$ cat src/rtl/demux2x4_8bits_pkg.sv
// Shared definitions for the lane demux: default width, FSM states and
// slot encodings. The slot values match the 4x2 lane mux on the transmit side.
package demux2x4_8bits_pkg;

  localparam int unsigned BW = 8;

  typedef enum logic {
    ST_IDLE = 1'b0,
    ST_RUN  = 1'b1
  } state_e;

  localparam logic SLOT_EVEN = 1'b0;
  localparam logic SLOT_ODD  = 1'b1;

endpackage

$ cat src/rtl/demux2x4_8bits_demux1x2.sv
// One lane -> two channels.
// The even-slot word is held in a stage register. On the odd slot, both
// channel outputs load together: A from the stage register, B straight from
// the lane. An invalid word clears the channel valid and keeps its data.
// Ports:
//   clk_i, rst_i        clock, async active-high reset
//   cap_even_i          load the stage register from the lane
//   load_odd_i          load both channel outputs
//   data_i / valid_i    lane word
//   data_a_o / valid_a_o  even-slot channel
//   data_b_o / valid_b_o  odd-slot channel
module demux1x2_8bits #(
  parameter int unsigned BW = 8
) (
  input  logic          clk_i,
  input  logic          rst_i,
  input  logic          cap_even_i,
  input  logic          load_odd_i,
  input  logic [BW-1:0] data_i,
  input  logic          valid_i,
  output logic [BW-1:0] data_a_o,
  output logic          valid_a_o,
  output logic [BW-1:0] data_b_o,
  output logic          valid_b_o
);

  logic [BW-1:0] stg_d_q;
  logic          stg_v_q;
  logic [BW-1:0] a_d_q, b_d_q;
  logic          a_v_q, b_v_q;

  always_ff @(posedge clk_i or posedge rst_i) begin
    if (rst_i) begin
      stg_d_q <= '0;
      stg_v_q <= 1'b0;
      a_d_q   <= '0;
      a_v_q   <= 1'b0;
      b_d_q   <= '0;
      b_v_q   <= 1'b0;
    end else begin
      if (cap_even_i) begin
        stg_d_q <= data_i;
        stg_v_q <= valid_i;
      end
      if (load_odd_i) begin
        a_v_q <= stg_v_q;
        if (stg_v_q) a_d_q <= stg_d_q;
        b_v_q <= valid_i;
        if (valid_i) b_d_q <= data_i;
      end
    end
  end

  assign data_a_o  = a_d_q;
  assign valid_a_o = a_v_q;
  assign data_b_o  = b_d_q;
  assign valid_b_o = b_v_q;

endmodule

$ cat src/rtl/demux2x4_8bits.sv
// Receive-side 2x4 lane demux. Two interleaved lanes at clk_2f are split into
// four channels that update every second edge.
// Lane 00 carries ch0 and ch1. Lane 11 carries ch2 and ch3.
// Ports:
//   clk_2f, reset           clock (2x channel rate), async active-high reset
//   data_00/valid_00        lane 00 (ch0 even slot, ch1 odd slot)
//   data_11/valid_11        lane 11 (ch2 even slot, ch3 odd slot)
//   data_0..3/valid_0..3    registered channel outputs
//   out_stb                 high for the cycle after an output update
//   phase                   current slot, 0 = even, 1 = odd
module demux2x4_8bits
  import demux2x4_8bits_pkg::*;
#(
  parameter int unsigned BW = demux2x4_8bits_pkg::BW
) (
  input  logic          clk_2f,
  input  logic          reset,
  input  logic [BW-1:0] data_00,
  input  logic          valid_00,
  input  logic [BW-1:0] data_11,
  input  logic          valid_11,
  output logic [BW-1:0] data_0,
  output logic [BW-1:0] data_1,
  output logic [BW-1:0] data_2,
  output logic [BW-1:0] data_3,
  output logic          valid_0,
  output logic          valid_1,
  output logic          valid_2,
  output logic          valid_3,
  output logic          out_stb,
  output logic          phase
);

  state_e state_q, state_d;
  logic   phase_q, phase_d;
  logic   out_stb_q;
  logic   cap_even, load_odd;
  logic   any_valid;

  assign any_valid = valid_00 | valid_11;

  // The first valid word seen in IDLE defines the even slot. After that the
  // slot simply alternates, and idle traffic never realigns it.
  always_comb begin
    state_d  = state_q;
    phase_d  = phase_q;
    cap_even = 1'b0;
    load_odd = 1'b0;
    unique case (state_q)
      ST_IDLE: begin
        phase_d = SLOT_EVEN;
        if (any_valid) begin
          cap_even = 1'b1;
          phase_d  = SLOT_ODD;
          state_d  = ST_RUN;
        end
      end
      ST_RUN: begin
        phase_d  = ~phase_q;
        cap_even = (phase_q == SLOT_EVEN);
        load_odd = (phase_q == SLOT_ODD);
      end
      default: begin
        state_d = ST_IDLE;
        phase_d = SLOT_EVEN;
      end
    endcase
  end

  always_ff @(posedge clk_2f or posedge reset) begin
    if (reset) begin
      state_q   <= ST_IDLE;
      phase_q   <= SLOT_EVEN;
      out_stb_q <= 1'b0;
    end else begin
      state_q   <= state_d;
      phase_q   <= phase_d;
      out_stb_q <= load_odd;
    end
  end

  demux1x2_8bits #(.BW(BW)) u_lane00 (
    .clk_i      (clk_2f),
    .rst_i      (reset),
    .cap_even_i (cap_even),
    .load_odd_i (load_odd),
    .data_i     (data_00),
    .valid_i    (valid_00),
    .data_a_o   (data_0),
    .valid_a_o  (valid_0),
    .data_b_o   (data_1),
    .valid_b_o  (valid_1)
  );

  demux1x2_8bits #(.BW(BW)) u_lane11 (
    .clk_i      (clk_2f),
    .rst_i      (reset),
    .cap_even_i (cap_even),
    .load_odd_i (load_odd),
    .data_i     (data_11),
    .valid_i    (valid_11),
    .data_a_o   (data_2),
    .valid_a_o  (valid_2),
    .data_b_o   (data_3),
    .valid_b_o  (valid_3)
  );

  assign out_stb = out_stb_q;
  assign phase   = phase_q;

endmodule
$ cat config.mk
export PLATFORM = sky130hd
export DESIGN_NAME = demux2x4_8bits
export DESIGN_NICKNAME = d
export VERILOG_FILES = /design/src/rtl/demux2x4_8bits_pkg.sv /design/src/rtl/demux2x4_8bits_demux1x2.sv /design/src/rtl/demux2x4_8bits.sv
export SDC_FILE = /design/constraint.sdc
export NUM_CORES = 1
export LEC_CHECK = 0
export CORE_MARGIN = 1.5
export CORE_UTILIZATION = 30
export CTS_BUF_LIST = sky130_fd_sc_hd__clkbuf_8
export CTS_CLUSTER_SIZE = 8
export DETAILED_ROUTE_END_ITERATION = 7
export MAX_ROUTING_LAYER = met4
export PLACE_DENSITY = 0.66
export SETUP_SLACK_MARGIN = 0.3
export SYNTH_ARGS = -nofsm -noshare
export SYNTH_HDL_FRONTEND = slang
export SYNTH_HIERARCHICAL = 1
export SYNTH_SLANG_ARGS = --single-unit
export TNS_END_PERCENT = 20
$ cat constraint.sdc
create_clock -name clk_2f -period 3.02 [get_ports clk_2f]
set_input_delay 0.604 -clock clk_2f [delete_from_list [all_inputs] [get_ports clk_2f]]
set_output_delay 0.604 -clock clk_2f [all_outputs]
set_load 0.02 [all_outputs]
# Word level (Yosys, flattened, before mapping)
# Cells that the tools add are included.
[classes]
n_mul = 0
bitwise_logic = 3
n_shift = 0
eq_ne = 0
reduce_logical = 4
muxes = 4
addsub = 0
n_lt_le_gt_ge = 0
n_div = 0
[ops]
columns = ["operator", "count"]
rows = [
  ["AND reduction 2 bit", 4],
  ["2-to-1 mux 1 bit", 3],
  ["NOT 1 bit", 2],
  ["one-hot mux 1 bit (2 select lines)", 1],
  ["OR 1 bit", 1],
]
[word_totals]
n_memories = 0
rom_bits = 0
reg_bits = 57
in_bits = 20
elab_cells = 26
latchBits = 0
mem_bits_rw = 0
output_inout_bits = 38

# Longest topological paths before layout
[logic_depth]
ltp_word = 3
ltp_mapped = 4
ltp_nobuf = 3

# Modules after synthesis
# The synthesis kept the hierarchy.
[by_module_without_submodules]
columns = ["module", "seq_area_each_um2", "area_per_inst_um2", "cells_per_inst", "instances"]
rows = [
  ["demux1x2_8bits", 675.6, 996.0, 60, 2],
  ["demux2x4_8bits", 75.1, 111.4, 7, 1],
]

# Worst setup path after synthesis
# No wires, ideal clock.
[synth_path]
path_kind = "input-to-reg"
from = "input port valid_11"
to = "register u_lane00.stg_d_q[0]"
t_required_ps = 2895
t_arrival_ps = 1517
path_buffers = 1
path_slack_ps = 1378
setup_time_ps = 125
cell_stages = 4
path_cell_list = "or3_4 -> nor2b_4 -> buf_2 -> mux2_2"
[synth_via]
elab_chain_len = 3
[synth_lines]
columns = ["element", "line", "source"]
rows = [
  ["start, declared", "demux2x4_8bits.sv:21", "input logic valid_11,"],
  ["OR 1 bit", "demux2x4_8bits.sv:40", "assign any_valid = valid_00 | valid_11;"],
  ["2-to-1 mux 1 bit", "demux2x4_8bits.sv:52", "if (any_valid) begin"],
  ["one-hot mux 1 bit (2 select lines)", "demux2x4_8bits.sv:49", "unique case (state_q)"],
  ["via cap_even", "demux2x4_8bits.sv:37", "logic cap_even, load_odd;"],
  ["end signal, assigned", "demux2x4_8bits_demux1x2.sv:42", "stg_d_q <= data_i;"],
  ["end, declared", "demux2x4_8bits_demux1x2.sv:27", "logic [BW-1:0] stg_d_q;"],
]
# The timed path passes the listed nets, and every way through them passes these cells.
# A chain may end at the register's enable or synchronous reset.

# Worst setup path in the final report
[layout_path]
from = "input port valid_00"
to = "register u_lane11.stg_d_q[4]"
[layout_via]
elab_chain_len = 3
[layout_lines]
columns = ["element", "line", "source"]
rows = [
  ["start, declared", "demux2x4_8bits.sv:19", "input logic valid_00,"],
  ["OR 1 bit", "demux2x4_8bits.sv:40", ""],
  ["2-to-1 mux 1 bit", "demux2x4_8bits.sv:52", ""],
  ["one-hot mux 1 bit (2 select lines)", "demux2x4_8bits.sv:49", ""],
  ["via cap_even", "demux2x4_8bits.sv:37", ""],
  ["end signal, assigned", "demux2x4_8bits_demux1x2.sv:42", ""],
  ["end, declared", "demux2x4_8bits_demux1x2.sv:27", ""],
]
# The timed path passes the listed nets, and every way through them passes these cells.

==> flow_summary.ini <==
[worst_hold_path]
min_path_type = flop to flop
min_from = state_q

[cells_and_area]
drive_above_1_share_pct = 36.0
final_core_util_pct = 43.5
nFillCells = 619
nets = 215
final_area_um2 = 2950
final_cell_mix = 57 x clkdlybuf4s50_1, 57 x dfrtp_1, 50 x mux2_2
area_growth_syn_to_layout_pct = 40.5
diodes = 0

[grt]
grt_pass1_vias = 1221
antenna_found_initial = 0
grt_usage_pct = 11.8
grt_max_degree = 28
grt_pass1_wl_um = 6220
grt_overflow = 0

[floorplan]
die_height_um = 86.7
std_cell_rows = 30
ios = 58
initial_utilization_pct = 31.0
fp.dieArea_um2 = 7520
die_w_um = 86.7
core_region_area_um2 = 6790

[pwr]
pwr_density_cell_nw_per_um2 = 779
leakagePower_uw = 0.00126
ir_worst_vdd_mv = 0.306

[synthesis]
yosysUniqueCellTypes = 9
syn_area_um2 = 2100
avgSynthCellArea_um2 = 16.6
synth_seq_area_share_pct = 67.8
synth_top_family_by_area = multiplexers
synthCells = 127
synthXorXnorAreaFrac_pct = 0
syn_nets = 147
synth_mux_area_share_pct = 26.8
synth_compound_area_share_pct = 0.952
synthAdderAreaFrac_pct = 0
ys_ff_latch = 57
synthSimpleGateAreaFrac_pct = 2.74
synth_warnings = 6

[clock_tree]
cts_root_buf = clkbuf_8
cts_made_buffers = 9
cts_hold_buf = 0
clock-sinks = 57
postCtsSetupBuffers = 0
clkTransAtPathRegs_ns = 0.06
cts_buffer_depth = 2
cts-htree-levels = 3
clk_latency_ns = 0.33
cts_resized = 0
cts_tree = built

[worst_setup_path]
critPathBufInv = 1
crit_fanout = 19
crit_type = primary input to flop
cp-startpoint = valid_00
required_ns = 3.22
worstSetupStartpointType = primary input
r2r-start = state_q
crit_path_cell_trace = clkdlybuf4s50_1 > or3_4 > nor2b_4 > mux2_2
worstPathArrival_ns = 2.15
slowest_delay_ns = 0.52
critical-path-top-delay-family = simple AND/OR/NAND/NOR gates
cp_slowest_cell = clkdlybuf4s50_1
endpoint_kind = flop

[run_status]
status = completed

[placed_design]
gp_congestion = 0.636
portBuffers = 57
placed_area_um2 = 2800
dp_hpwl_um = 2720

[timing]
relSlewSlack_pct = 64.0
fin_crit_sh_pct = 64.5
drv_slew = 0
finalHoldViolCount = 0
fin_setup_tns_ns = 0
clock_skew_ns = 0.00557
max_freq_mhz = 513
finalSetupViolations = 0
worst_pin_slew_ns = 0.538
layout_min_cycle_time_ns = 1.95
rsz0062_at_grt = false

[route]
drcViolationCount = 0
wl_um = 3800
initialDrtViolationCount = 52
dr_total_vias = 1206
via_per_inst = 4.07
wl_per_cell_um = 12.8
ant_nets = 0
drtPass1Iterations = 4

[flow_run]
cap_violations = 0
## cells by family after synthesis
group | Yosys count
AOI/OAI and AO/OA | 4
DFF | 57
and+or+nand+nor | 7
buffers and inverters | 9
muxes | 50
## final cells by class
class	instances	area, µm²	area share, %
repair buffers	59	586	19.8
inverters	7	26.3	0.889
well taps	96	120	4.07
multi-input cells	61	641	21.7
flip-flops and latches	57	1430	48.3
clock buffers	9	124	4.19
clock inverters	7	31.3	1.06
## through the flow
stage | hold WS, ns | total power [µW] | std cells | setup slack (ns)
floorplan | 0.358 | 1410 | 127 | 1.38
global placement | 0.477 | 1760 | 280 | 0.739
detailed placement | 0.482 | 1780 | 280 | 0.718
CTS | 0.489 | 2350 | 296 | 1.07
global route | 0.517 | 2430 | 296 | 0.998
finish | 0.494 | 2300 | 296 | 1.07
## state kept, by name, summed over array words and instances, names as in the netlist, 8 cells and up
signal	flops
u_lane11/data_b_o	8
u_lane00/data_a_o	8
u_lane11/stg_d_q	8
u_lane00/data_b_o	8
u_lane00/stg_d_q	8
u_lane11/data_a_o	8
## synthesized netlist by cell type
master | count | area [µm²]
or3_4 | 1 | 11.3
mux2_2 | 50 | 563
inv_1 | 7 | 26.3
and2_2 | 1 | 7.51
nand2_2 | 4 | 25.0
buf_2 | 2 | 10.0
dfrtp_1 | 57 | 1430
o21ai_0 | 4 | 20.0
nor2b_4 | 1 | 13.8
## where the power goes
| part | internal (µW) | switching (µW) | leakage [µW] |
|---|---|---|---|
| Clock | 282 | 271 | 0.0000963 |
| Sequential | 940 | 81.4 | 0.000663 |
| Combinational | 395 | 332 | 0.000503 |
| Total | 1620 | 684 | 0.00126 |
## worst paths after layout
check | to | slack, ns | cells past startpoint
worst min-delay path | state_q | 0.49 | 1
worst min register to register | state_q | 0.49 | 1
max in group asynchronous | u_lane11/data_a_o[0] | 2.04 | 3
worst max register to register | u_lane11/stg_d_q[4] | 1.37 | 3
min in group asynchronous | out_stb | 0.51 | 2
worst max-delay path | u_lane11/stg_d_q[4] | 1.07 | 4
## worst reg2reg max path, delay by kind of cell, from the launching register on
| family | cells | cell delay (ns) |
|---|---|---|
| multiplexers | 1 | 0.41 |
| flip-flops | 1 | 0.37 |
| AND/OR/NAND/NOR | 2 | 0.76 |
## layer usage
| layer | up-vias | global-route usage (%) | wire length (µm) |
|---|---|---|---|
| met5 | - | - | 0 |
| met1 | 597 | 14.4 | 1650 |
| met3 | 7 | 3.81 | 154 |
| met2 | 27 | 16.8 | 1890 |
| li1 | 575 | - | - |
| met4 | 0 | 7.92 | 99 |
Note: power is estimated with default switching activity, not from simulation.
